$ cat config.mk
export PLATFORM = sky130hd
export DESIGN_NAME = atmega_tim_prescaler
export DESIGN_NICKNAME = d
export VERILOG_FILES = /design/src/rtl/atmega_tim_prescaler.sv
export SDC_FILE = /design/constraint.sdc
export NUM_CORES = 1
export LEC_CHECK = 0
export BUFFER_PORTS_ARGS = -buffer_cell sky130_fd_sc_hd__buf_2
export CAP_MARGIN = 5
export CORE_MARGIN = 10
export CORE_UTILIZATION = 40
export DETAILED_ROUTE_END_ITERATION = 10
export PLACE_DENSITY = 0.77
export SLEW_MARGIN = 20
export SYNTH_ARGS = -nofsm -noshare
export SYNTH_HDL_FRONTEND = slang
export SYNTH_SLANG_ARGS = --single-unit
$ cat constraint.sdc
create_clock -name clk -period 2.8 [get_ports clk]
set_input_delay 0.84 -clock clk [delete_from_list [all_inputs] [get_ports clk]]
set_output_delay 0.84 -clock clk [all_outputs]
set_load 0.1 [all_outputs]
$ cat src/rtl/atmega_tim_prescaler.sv
// Shared timer prescaler and T0 front end: free-running 10-bit divider with
// clk8/64/256/1024 ticks, GTCCR (TSM/PSRASY/PSRSYNC) and a synchronised T0 edge detector.
module atmega_tim_prescaler #(
  parameter int BUS_ADDR_IO_LEN = 6,
  parameter int GTCCR_ADDR      = 32'h23,
  parameter int T_SYNC_STAGES   = 2
) (
  input  logic                       clk,
  input  logic                       rst,
  input  logic [BUS_ADDR_IO_LEN-1:0] addr_io,
  input  logic                       wr_io,
  input  logic                       rd_io,
  input  logic [7:0]                 bus_io_in,
  output logic [7:0]                 bus_io_out,
  input  logic                       t,
  output logic                       clk8,
  output logic                       clk64,
  output logic                       clk256,
  output logic                       clk1024,
  output logic                       t_fall,
  output logic                       t_rise,
  output logic                       psrasy_rst
);

  localparam logic [BUS_ADDR_IO_LEN-1:0] L_GTCCR_ADDR = BUS_ADDR_IO_LEN'(GTCCR_ADDR);

  logic [9:0]               r_cnt;
  logic                     r_tsm;
  logic                     r_psrasy;
  logic                     r_psrsync;
  logic [T_SYNC_STAGES-1:0] r_sync;
  logic                     r_prev;

  logic w_addr_hit;
  logic w_wr;
  logic w_held;
  logic w_sync_clr;
  logic w_run;
  logic w_t_sync;
  logic w_unused_bus_bits;

  assign w_addr_hit        = (addr_io == L_GTCCR_ADDR);
  assign w_wr              = wr_io & w_addr_hit;
  assign w_held            = r_tsm & r_psrsync;
  assign w_sync_clr        = w_wr & bus_io_in[0];
  // A prescaler clear this cycle wins over any tick that would have fired.
  assign w_run             = ~w_held & ~w_sync_clr;
  assign w_t_sync          = r_sync[T_SYNC_STAGES-1];
  assign w_unused_bus_bits = ^bus_io_in[6:2];

  // GTCCR: PSRASY/PSRSYNC are one-shot unless TSM holds them.
  always_ff @(posedge clk) begin
    if (rst) begin
      r_tsm     <= 1'b0;
      r_psrasy  <= 1'b0;
      r_psrsync <= 1'b0;
    end else if (w_wr) begin
      r_tsm     <= bus_io_in[7];
      r_psrasy  <= bus_io_in[1];
      r_psrsync <= bus_io_in[0];
    end else if (!r_tsm) begin
      r_psrasy  <= 1'b0;
      r_psrsync <= 1'b0;
    end
  end

  // Divider counter and registered tick strobes.
  always_ff @(posedge clk) begin
    if (rst) begin
      r_cnt   <= 10'd0;
      clk8    <= 1'b0;
      clk64   <= 1'b0;
      clk256  <= 1'b0;
      clk1024 <= 1'b0;
    end else begin
      if (w_sync_clr) begin
        r_cnt <= 10'd0;
      end else if (!w_held) begin
        r_cnt <= r_cnt + 10'd1;
      end
      clk8    <= w_run & (r_cnt[2:0] == 3'd7);
      clk64   <= w_run & (r_cnt[5:0] == 6'd63);
      clk256  <= w_run & (r_cnt[7:0] == 8'd255);
      clk1024 <= w_run & (r_cnt == 10'd1023);
    end
  end

  // T0 synchroniser and edge strobes; independent of the prescaler controls.
  always_ff @(posedge clk) begin
    if (rst) begin
      r_sync <= '0;
      r_prev <= 1'b0;
      t_rise <= 1'b0;
      t_fall <= 1'b0;
    end else begin
      r_sync <= {r_sync[T_SYNC_STAGES-2:0], t};
      r_prev <= w_t_sync;
      t_rise <= w_t_sync & ~r_prev;
      t_fall <= ~w_t_sync & r_prev;
    end
  end

  assign psrasy_rst = r_psrasy;

  // Read mux is OR-combined at SoC level, so drive zero when not selected.
  always_comb begin
    bus_io_out = 8'h00;
    if (!rst && rd_io && w_addr_hit) begin
      bus_io_out = {r_tsm, 5'b00000, r_psrasy, r_psrsync};
    end else begin
      bus_io_out = 8'h00;
    end
  end

endmodule
# Word level (Yosys, flattened, before mapping)
# Index checks and enable logic that the tools add are counted.
[totals] regBits=22 inputBits=19 word_cells=41
[op_classes] n_addsub=1 n_eq_ne=6 n_mux=4 bitwise=14 n_reduce_logical=4
[op_table] operator="6-bit equality test (second input constant)" n=2
[op_table] operator="10-bit by 1-bit adder with 10-bit output (second input constant)" n=1
[op_table] operator="1-bit AND" n=10
[op_table] operator="10-bit equality test (second input constant)" n=1
[op_table] operator="8-bit equality test (second input constant)" n=1
[op_table] operator="8-bit 2-to-1 mux" n=1
[op_table] operator="1-bit inverter" n=4
[op_table] operator="3-bit equality test (second input constant)" n=1
[op_table] operator="1-bit 2-to-1 mux" n=3
[op_table] operator="1-bit logical AND" n=2
[op_table] operator="2-bit by 1-bit inequality test with 1-bit output (second input constant)" n=1
[op_table] operator="2-bit OR reduction" n=1
[op_table] operator="1-bit logical NOT" n=1

# Longest topological paths before layout
# Gate-level depths: netlist (run 1).
[depth] word_depth=6 mapped_depth=5

# Worst setup path after synthesis (run 1)
# Ideal clock, no wire load.
[synth_path] kind="input to output" start="input addr_io[2]" end="output bus_io_out[0]" arrival_time_ns=2.070 slack_ns=-0.110 cell_stages=4 n_path_buf=1 path_cell_list="nand4bb_1 > clkbuf_1 > nor2_1 > and2_1"
[synth_between] elab_chain_len=3
[synth_rtl] item="start: declaration" line_no="10" text="input logic [BUS_ADDR_IO_LEN-1:0] addr_io,"
[synth_rtl] item="6-bit equality test" line_no="42" text="assign w_addr_hit = (addr_io == L_GTCCR_ADDR);"
[synth_rtl] item="1-bit logical AND" line_no="108" text="if (!rst && rd_io && w_addr_hit) begin"
[synth_rtl] item="8-bit 2-to-1 mux" line_no="108"
[synth_rtl] item="end: declaration" line_no="14" text="output logic [7:0] bus_io_out,"
# Every way passes these cells.

# Final worst setup path (run 1)
[layout_path] start="input addr_io[2]" end="output bus_io_out[1]"
# The elaborated chain is that of the path after synthesis.

==> results.md, run 1 <==
* Slew Viols, Final at 0
* Logic pwr share at 12.0%
* Peak supply drop at 0.337 mV
* Worst Hold Class: reg -> reg
* Placeable Area at 2450 µm²
* Post-Layout Inst Area at 1240 µm²
* Die ar. at 4970 µm²
* Fin. Hold Viols at 0
* Layout Skew at 0.00610 ns
* Initial antenna violation count at 0
* IO Port Bufs at 23
* CTS tree: done
* Tot Pwr at 639 µW
* Unrepaired setup endpoints after global routing: false
* Total Routed Length at 2.21 mm
* Distinct cells, synth at 36
* Worst EP required at 1.96 ns
* Total negative slack at 0 ns
* Slew margin rel. at 50.5%
* CP max FO at 3
* Non-Filler Instances at 164
* Worst hold margin at 0.413 ns
* Cts hold-fix bufs at 0
* Worst skew pair latency at 0.30 ns
* Vias post-DR at 859
* GRT Util Overall at 8.72%
* Outcome: finished clean
* HPWL after DPL at 1.73 mm
* Psw at 156 µW
* Top delay family on crit path: simple AND/OR/NAND/NOR gates
* WP buf/inv at 2
* Crit path max-delay cell type: nand4bb_1
* Die height at 70.5 µm
* Vias in the first global route at 883
* First-pass GRT wire length at 3.69 mm
* Final Cycle Share at 91.8%
* Power Density at 514 nW/µm²
* Ys flop type: dfxtp_1
* Diodes inserted at 0
* Actual slew at the worst max-slew pin at 0.732 ns
* Largest net degree at the start of global routing at 14
* Die W at 70.5 µm
* Post-DRT Antenna Nets at 0
* Cell Area, Synth at 1020 µm²
* Syn avg cell area at 9.27 µm²
* Gpl congestion at 0.798
* Root Buffer: clkbuf_4
* Post-CTS Setup Repair Bufs at 0
* Critical path startpoint category: primary input
* DR iter-0 viols at 25
* Total CTS buffers at 3
* Clock power frac at 37.4%
* Max Clk Rate at 389 MHz
* Asr flop ratio synth at 0%
* Crit path DAT at 1.73 ns
* Grt total ovfl at 0
* Worst r2r path cells at 3
* Sw Ratio at 24.4%
* 1st-pass router iterations at 4
* WP depth at 5
* Clock-pin slew on the worst setup and hold paths at 0.13 ns
* Synth Warn # at 0
* Gate Count Post-Synth at 110
* Slowest Stage Delay on Critical Path at 0.20 ns
* Final setup margin at 0.230 ns
* CP Capture Type: output port
* Placed instance area at 1190 µm²
* Sequential share of power at 50.6%
* WL/cell at 13.5 µm
* Internal power at 483 µW
* Inst Count DP at 160
* Number of flops mapped to enable cells by yosys at 0
* CP endpoint: bus_io_out[1]
* Setup CP Type: in -> out
* Final net count at 156
* Final design utilization at 50.6%
* Reg2Reg Launch Point: r_tsm
* Max clock buf depth at 2
* #FFs+latches synth at 22
* DRC viols at 0
* Share of layout cells above drive strength 1 at 27.6%
* Clk sinks at 22
* # IOs at 34
* Critical-path cell list: buf_2 > nand4bb_1 > nor2_1 > and2_2 > buf_12
* Sequential area share after synthesis at 43.2%
* Setup violators final at 0
* Crit path time final at 2.57 ns
* Dpl ws at 0.219 ns
* Pleak at 0.482 nW
* DR vias/cell at 5.24
* Crit path from: addr_io[2]
* # rows at 18
* CTS HTree Levels at 1
* Reg2Reg Setup Slack at 1.35 ns
* RR Endpoint: r_cnt[7]
* Max-Cap Viols at 0
* Starting Density at 41.5%
* Area growth syn-to-layout at 21.8%
* PostCTS Resize Cnt at 0
[metal layers]
layer	up-vias	global-route usage, %	routed length, µm
li1	436	-	-
met1	391	7.81	928
met2	28	16.0	1090
met3	4	3.81	156
met4	0	4.61	35
met5	-	0	0
[worst reg2reg max path, stage by stage, from the launching register on]
cell,delay [ns]
dfxtp_1,0.39
a21bo_1,0.32
or4_1,0.53
a21oi_1,0.15
[worst min-delay path by stage]
stage | cells after the start | endpoint | slack, ns | start
finish | 1 | t_rise | 0.41 | r_prev
global route | 1 | t_rise | 0.43 | r_prev
CTS | 1 | t_rise | 0.42 | r_prev
detailed placement | 1 | t_rise | 0.40 | r_prev
global placement | 1 | t_rise | 0.39 | r_prev
floorplan | 1 | t_rise | 0.38 | r_prev
[cells by family after synthesis]
family / Yosys count / synth area share (%)
and+or+nand+nor: 46 / 29.0
DFF: 22 / 43.2
muxes: 2 / 1.96
xor gates and xnor gates: 1 / 0.859
other: 1 / 0.368
buffers and inverters: 12 / 7.12
AOI/OAI and AO/OA: 24 / 15.1
adders and majority gates: 2 / 2.45
[power by group through the flow]
| stage | logic [mW] | clock network [mW] | registers, mW |
|---|---|---|---|
| 3_3_place_gp | 0.0741 | 0 | 0.330 |
| 4_1_cts | 0.0763 | 0.243 | 0.324 |
| 2_1_floorplan | 0.0612 | 0 | 0.334 |
| 3_5_place_dp | 0.0754 | 0 | 0.331 |
| 5_1_grt | 0.0821 | 0.259 | 0.325 |
| 6_report | 0.0765 | 0.239 | 0.324 |
[placed cells by master, fill, tap and decap left out]
cell,netlist,final
nor3_2,1,1
nor4_1,2,2
a21oi_1,10,10
and3b_1,1,1
or4_1,4,4
nand4_1,1,1
nor4bb_1,1,1
mux2i_1,2,2
conb_1,1,5
nand2_1,7,7
buf_12,0,3
or3_1,1,1
buf_4,5,2
nor2b_1,5,5
clkbuf_4,0,3
o211ai_1,1,1
xnor2_1,1,1
bufinv_16,0,1
nor4_4,1,1
nand3b_1,1,1
dfxtp_1,22,22
o21bai_2,1,1
a311o_1,1,1
nand3_1,6,6
and2_2,0,3
nor3b_1,1,1
nand4b_1,1,1
nand4bb_1,2,2
a21bo_1,1,1
o31ai_1,4,4
buf_2,1,20
inv_1,3,3
o21ai_0,5,5
nor2_1,7,7
or3_4,1,1
o21ba_2,1,1
ha_1,2,2
[cell usage after synthesis (all sizes together), types with 2 or more instances]
master   number  area (µm²)
o21ai         5        25.0
nand2         7        26.3
ha            2        25.0
and2          3        18.8
or3           2        17.5
nand4bb       2        22.5
nor2b         5        31.3
clkbuf        2        7.51
o31ai         4        30.0
nor4          3        33.8
a21oi        10        50.1
dfxtp        22         440
mux2i         2        20.0
buf           7        53.8
or4           4        30.0
nand3         6        30.0
inv           3        11.3
nor2          7        26.3
[registers in the layout (all words and copies together), names as in the netlist]
| name | count |
|---|---|
| r_cnt | 10 |
| r_sync | 2 |
| clk1024 | 1 |
| clk256 | 1 |
| clk64 | 1 |
| clk8 | 1 |
| psrasy_rst | 1 |
| r_prev | 1 |
| r_psrsync | 1 |
| r_tsm | 1 |
| t_fall | 1 |
| t_rise | 1 |
[area by class of cell]
class	instances	area, µm²
Sequential cell	22	440
Clock buffer	3	22.5
Clock inverter	1	30.0
Fill cell	226	1210
Tap cell	30	37.5
Multi-Input combinational cell	80	526
Inverter	3	11.3
Timing Repair Buffer	25	175
Note: power is estimated with default switching activity, not from simulation.
==> inputs of run 2 (changes only) <==
--- a/config.mk
+++ b/config.mk
@@ -11,6 +11,7 @@
 export CORE_UTILIZATION = 40
 export DETAILED_ROUTE_END_ITERATION = 10
 export PLACE_DENSITY = 0.77
+export SETUP_SLACK_MARGIN = 0.5
 export SLEW_MARGIN = 20
 export SYNTH_ARGS = -nofsm -noshare
 export SYNTH_HDL_FRONTEND = slang
==> constraint.sdc (replaced) <==
create_clock -name clk -period 2.8 [get_ports clk]
set_input_delay 0.84 -clock clk [delete_from_list [all_inputs] [get_ports clk]]
set_output_delay 0.84 -clock clk [all_outputs]
set_load 0.05 [all_outputs]
==> results.md, run 2 (same netlist as run 1, synthesis figures left out) <==
* Outcome: finished clean
* Worst EP required at 1.96 ns
* Die ar. at 4970 µm²
* DR iter-0 viols at 9
* Max-Cap Viols at 0
* Total negative slack at 0 ns
* Final design utilization at 51.9%
* Diodes inserted at 0
* IO Port Bufs at 23
* Grt total ovfl at 0
* Commonest non-fill, non-tap cell in the layout: dfxtp_1
* Actual slew at the worst max-slew pin at 0.608 ns
* Hold Crit Depth at 1
* Post-Layout Inst Area at 1270 µm²
* Initial antenna violation count at 0
* Slowest Stage Delay on Critical Path at 0.23 ns
* Area growth syn-to-layout at 25.0%
* CP Capture Type: output port
* Placeable Area at 2450 µm²
* Crit path max-delay cell type: nand4bb_4
* Largest register FFs at 10
* Die W at 70.5 µm
* HPWL after DPL at 1.68 mm
* Pleak at 0.490 nW
* Starting Density at 41.5%
* Cts hold-fix bufs at 0
* Worst Hold Class: reg -> reg
* First-pass GRT wire length at 3.87 mm
* Max clock buf depth at 2
* WL/cell at 13.9 µm
* Power Density at 445 nW/µm²
* Worst r2r path cells at 3
* Critical path startpoint category: primary input
* Unrepaired setup endpoints after global routing: true
* Peak supply drop at 0.284 mV
* Gpl congestion at 0.808
* DRC viols at 0
* Crit path time final at 2.44 ns
* # rows at 18
* Final Cycle Share at 87.1%
* CTS HTree Levels at 1
* GRT Util Overall at 9.09%
* Clk sinks at 22
* Fin. Hold Viols at 0
* Worst Hold End: t_rise
* Clock-pin slew on the worst setup and hold paths at 0.12 ns
* Reg2Reg Setup Slack at 1.34 ns
* Worst skew pair latency at 0.30 ns
* Largest net degree at the start of global routing at 14
* Max Clk Rate at 410 MHz
* Root Buffer: clkbuf_4
* Biggest regs: r_cnt: 10 flops, r_sync: 2 flops
* Final net count at 157
* Setup violators final at 0
* Slew Viols, Final at 0
* Post-DRT Antenna Nets at 0
* Slew margin rel. at 58.9%
* # IOs at 34
* Crit path DAT at 1.60 ns
* Total Routed Length at 2.30 mm
* Layout Skew at 0.00462 ns
* Total CTS buffers at 3
* Vias in the first global route at 859
* CTS tree: done
* Reg2Reg Launch Point: r_tsm
* Reg with most FFs: r_cnt
* DR vias/cell at 5.34
* Share of layout cells above drive strength 1 at 30.4%
* CP max FO at 3
* Critical-path cell list: buf_6 > nand4bb_4 > nor2_4 > and2_4 > buf_8
* Setup CP Type: in -> out
* RR Endpoint: r_cnt[7]
* 1st-pass router iterations at 4
* Vias post-DR at 881
* Die height at 70.5 µm
* Most frequent cells in the layout: 22 x dfxtp_1, 18 x buf_2, 10 x a21oi_1
* Placed instance area at 1160 µm²
* HP Start: r_prev
==> run 2: changes by cell type in the layout (fill, tap and decap cells not counted), moves of 3 or more <==
cell / change
buf_12: -3
buf_8: +3
and2_4: +3
and2_2: -3
==> run 2: worst max path at each step <==
stage | cells after the start | from | to
after floorplan | 4 | addr_io[2] | bus_io_out[1]
after global placement | 5 | addr_io[2] | bus_io_out[7]
after detailed placement | 5 | addr_io[4] | bus_io_out[0]
after CTS | 5 | addr_io[3] | bus_io_out[7]
after global routing | 5 | addr_io[2] | bus_io_out[7]
final | 5 | addr_io[2] | bus_io_out[7]
==> run 2: routing by layer <==
layer | vias to the layer above | part of all wire [%] | track usage (%)
met3 | 4 | 8.3 | 4.24
met2 | 24 | 49 | 15.2
met4 | 0 | 1.1 | 2.63
met1 | 415 | 41 | 9.98
li1 | 438 | - | -
met5 | - | 0 | 0
==> run 2: final cells by class <==
type                       instances  area (µm²)
fill                             231        1180
multi-input combinational         80         569
sequential                        22         440
timing repair buffer              26         180
tap                               30        37.5
clock buffer                       4        36.3
inverter                           3        11.3
==> run 2: repair_timing <==
action | CTS | global route
endpoints found under the setup margin | 3 | 3
pin swaps | 3 | 1
gates resized for setup | 12 | 1
buffers inserted | 0 | 1
==> run 2: metrics by stage <==
stage               cells  power [mW]  setup slack, ns  hold slack (ns)
floorplan             114       0.380            0.462            0.383
global placement      160       0.387            0.232            0.390
detailed placement    160       0.390            0.198            0.403
CTS                   164       0.566            0.357            0.421
global route          165       0.586            0.325            0.436
finish                165       0.567            0.360            0.417
==> run 2: where the power goes <==
part / internal [mW] / switching [mW]
clock: 0.0793 / 0.0962
combinational: 0.0246 / 0.0437
sequential: 0.319 / 0.00404
==> run 2: critical path: cells and delay by family <==
| kind | cells | cell delay, ns |
|---|---|---|
| and+or+nand+nor | 3 | 0.52 |
| buffers and inverters | 2 | 0.23 |
==> inputs of run 3 (changes only) <==
--- a/config.mk
+++ b/config.mk
@@ -11,6 +11,7 @@
 export CORE_UTILIZATION = 40
 export DETAILED_ROUTE_END_ITERATION = 10
 export PLACE_DENSITY = 0.77
+export RECOVER_POWER = 50
 export SETUP_SLACK_MARGIN = 0.5
 export SLEW_MARGIN = 20
 export SYNTH_ARGS = -nofsm -noshare
==> results.md, run 3 (same netlist as run 1, synthesis figures left out) <==
* Outcome: finished clean
* Total CTS buffers at 3
* DR vias/cell at 5.32
* Peak supply drop at 0.278 mV
* Gpl congestion at 0.808
* Top delay family on crit path: simple AND/OR/NAND/NOR gates
* Unrepaired setup endpoints after global routing: true
* Critical path startpoint category: primary input
* Worst hold margin at 0.417 ns
* Max Clk Rate at 410 MHz
* Biggest regs: r_cnt: 10 flops, r_sync: 2 flops
* Register area at 440 µm²
* Inst Count DP at 160
* Commonest non-fill, non-tap cell in the layout: dfxtp_1
* Worst Hold Class: reg -> reg
* Reg with most FFs: r_cnt
* 1st-pass router iterations at 4
* Total Routed Length at 2.30 mm
* Slew Viols, Final at 0
* First-pass GRT wire length at 3.87 mm
* Final setup margin at 0.360 ns
* WP depth at 5
* # IOs at 34
* CP max FO at 3
* IO Port Bufs at 23
* Largest register FFs at 10
* Share of layout cells above drive strength 1 at 23.7%
* Final net count at 157
* DRC viols at 0
* Crit path DAT at 1.60 ns
* Vias post-DR at 877
* Die W at 70.5 µm
* DR iter-0 viols at 7
* Root Buffer: clkbuf_4
* WL/cell at 13.9 µm
* Max clock buf depth at 2
* Placeable Area at 2450 µm²
* Slowest Stage Delay on Critical Path at 0.24 ns
* Area growth syn-to-layout at 23.1%
* Cts hold-fix bufs at 0
* Crit path time final at 2.44 ns
* Fin. Hold Viols at 0
* Fill cells at 240
* HPWL after DPL at 1.68 mm
* Hold Crit Depth at 1
* CTS tree: done
* Power Density at 450 nW/µm²
* Critical-path cell list: clkbuf_1 > nand4bb_4 > nor2_4 > and2_4 > buf_8
* Final Cycle Share at 87.1%
* Crit path max-delay cell type: nand4bb_4
* Worst r2r path cells at 3
* Pleak at 0.453 nW
* Setup violators final at 0
* Largest net degree at the start of global routing at 14
* Starting Density at 41.5%
* Clock-pin slew on the worst setup and hold paths at 0.12 ns
* Worst EP required at 1.96 ns
* Total negative slack at 0 ns
* Layout Skew at 0.00423 ns
* Post-DRT Antenna Nets at 0
* Die height at 70.5 µm
* CP Capture Type: output port
* Final design utilization at 51.1%
* CTS HTree Levels at 1
* Most frequent cells in the layout: 22 x dfxtp_1, 11 x buf_2, 10 x a21oi_1
* Clk sinks at 22
* Grt total ovfl at 0
* WP buf/inv at 2
* Slew margin rel. at 59.0%
* Non-Filler Instances at 165
* Multi-input logic area at 569 µm²
* Dpl ws at 0.198 ns
* # rows at 18
* Actual slew at the worst max-slew pin at 0.607 ns
* Die ar. at 4970 µm²
* Diodes inserted at 0
* Vias in the first global route at 859
* GRT Util Overall at 9.09%
* Worst skew pair latency at 0.30 ns
* Initial antenna violation count at 0
* Setup CP Type: in -> out
* Max-Cap Viols at 0
-- run 3: per-layer routing --
layer | share of wire [%] | wire length, µm | GRT usage (%) | up-vias
met5 | 0 | 0 | 0 | -
met2 | 49 | 1120 | 15.2 | 24
met3 | 7.7 | 176 | 4.24 | 4
met1 | 42 | 976 | 9.98 | 411
met4 | 1.1 | 25 | 2.63 | 0
li1 | - | - | - | 438
-- run 3: final cells by class --
type                    count  area share, %
well taps                  30           2.99
clock buffers               4           2.89
multi-input cells          80           45.4
repair buffers             26           12.8
inverters                   3          0.897
flip-flops and latches     22           35.1
-- run 3: what timing repair did --
| action | CTS | global route |
|---|---|---|
| endpoints found under the hold margin | 0 | 0 |
| gates resized for setup | 12 | 1 |
| pin swaps | 3 | 1 |
| setup endpoints to repair | 3 | 3 |
| buffers inserted | 0 | 1 |
-- run 3: worst reg2reg max path, cell delays in order, from the launching register on --
cell and delay, ns:
dfxtp_1 0.40, a21bo_1 0.34, or4_1 0.53, a21oi_1 0.14
-- run 3: power breakdown --
group	internal, mW	switching [mW]
Clock	0.0793	0.0960
Combinational	0.0225	0.0437
Sequential	0.319	0.00401
-- run 3: worst paths after layout --
| path | from | end | slack, ns |
|---|---|---|---|
| setup reg to reg | r_tsm | r_cnt[7] | 1.34 |
| hold reg to reg | r_prev | t_rise | 0.42 |
| setup / recovery | addr_io[2] | bus_io_out[7] | 0.36 |
| hold / removal | r_prev | t_rise | 0.42 |
-- run 3: metrics by stage --
stage               instance area, µm²  power (mW)
floorplan                         1060       0.380
global placement                  1160       0.387
detailed placement                1160       0.390
CTS                               1260       0.566
global route                      1250       0.584
finish                            1250       0.565
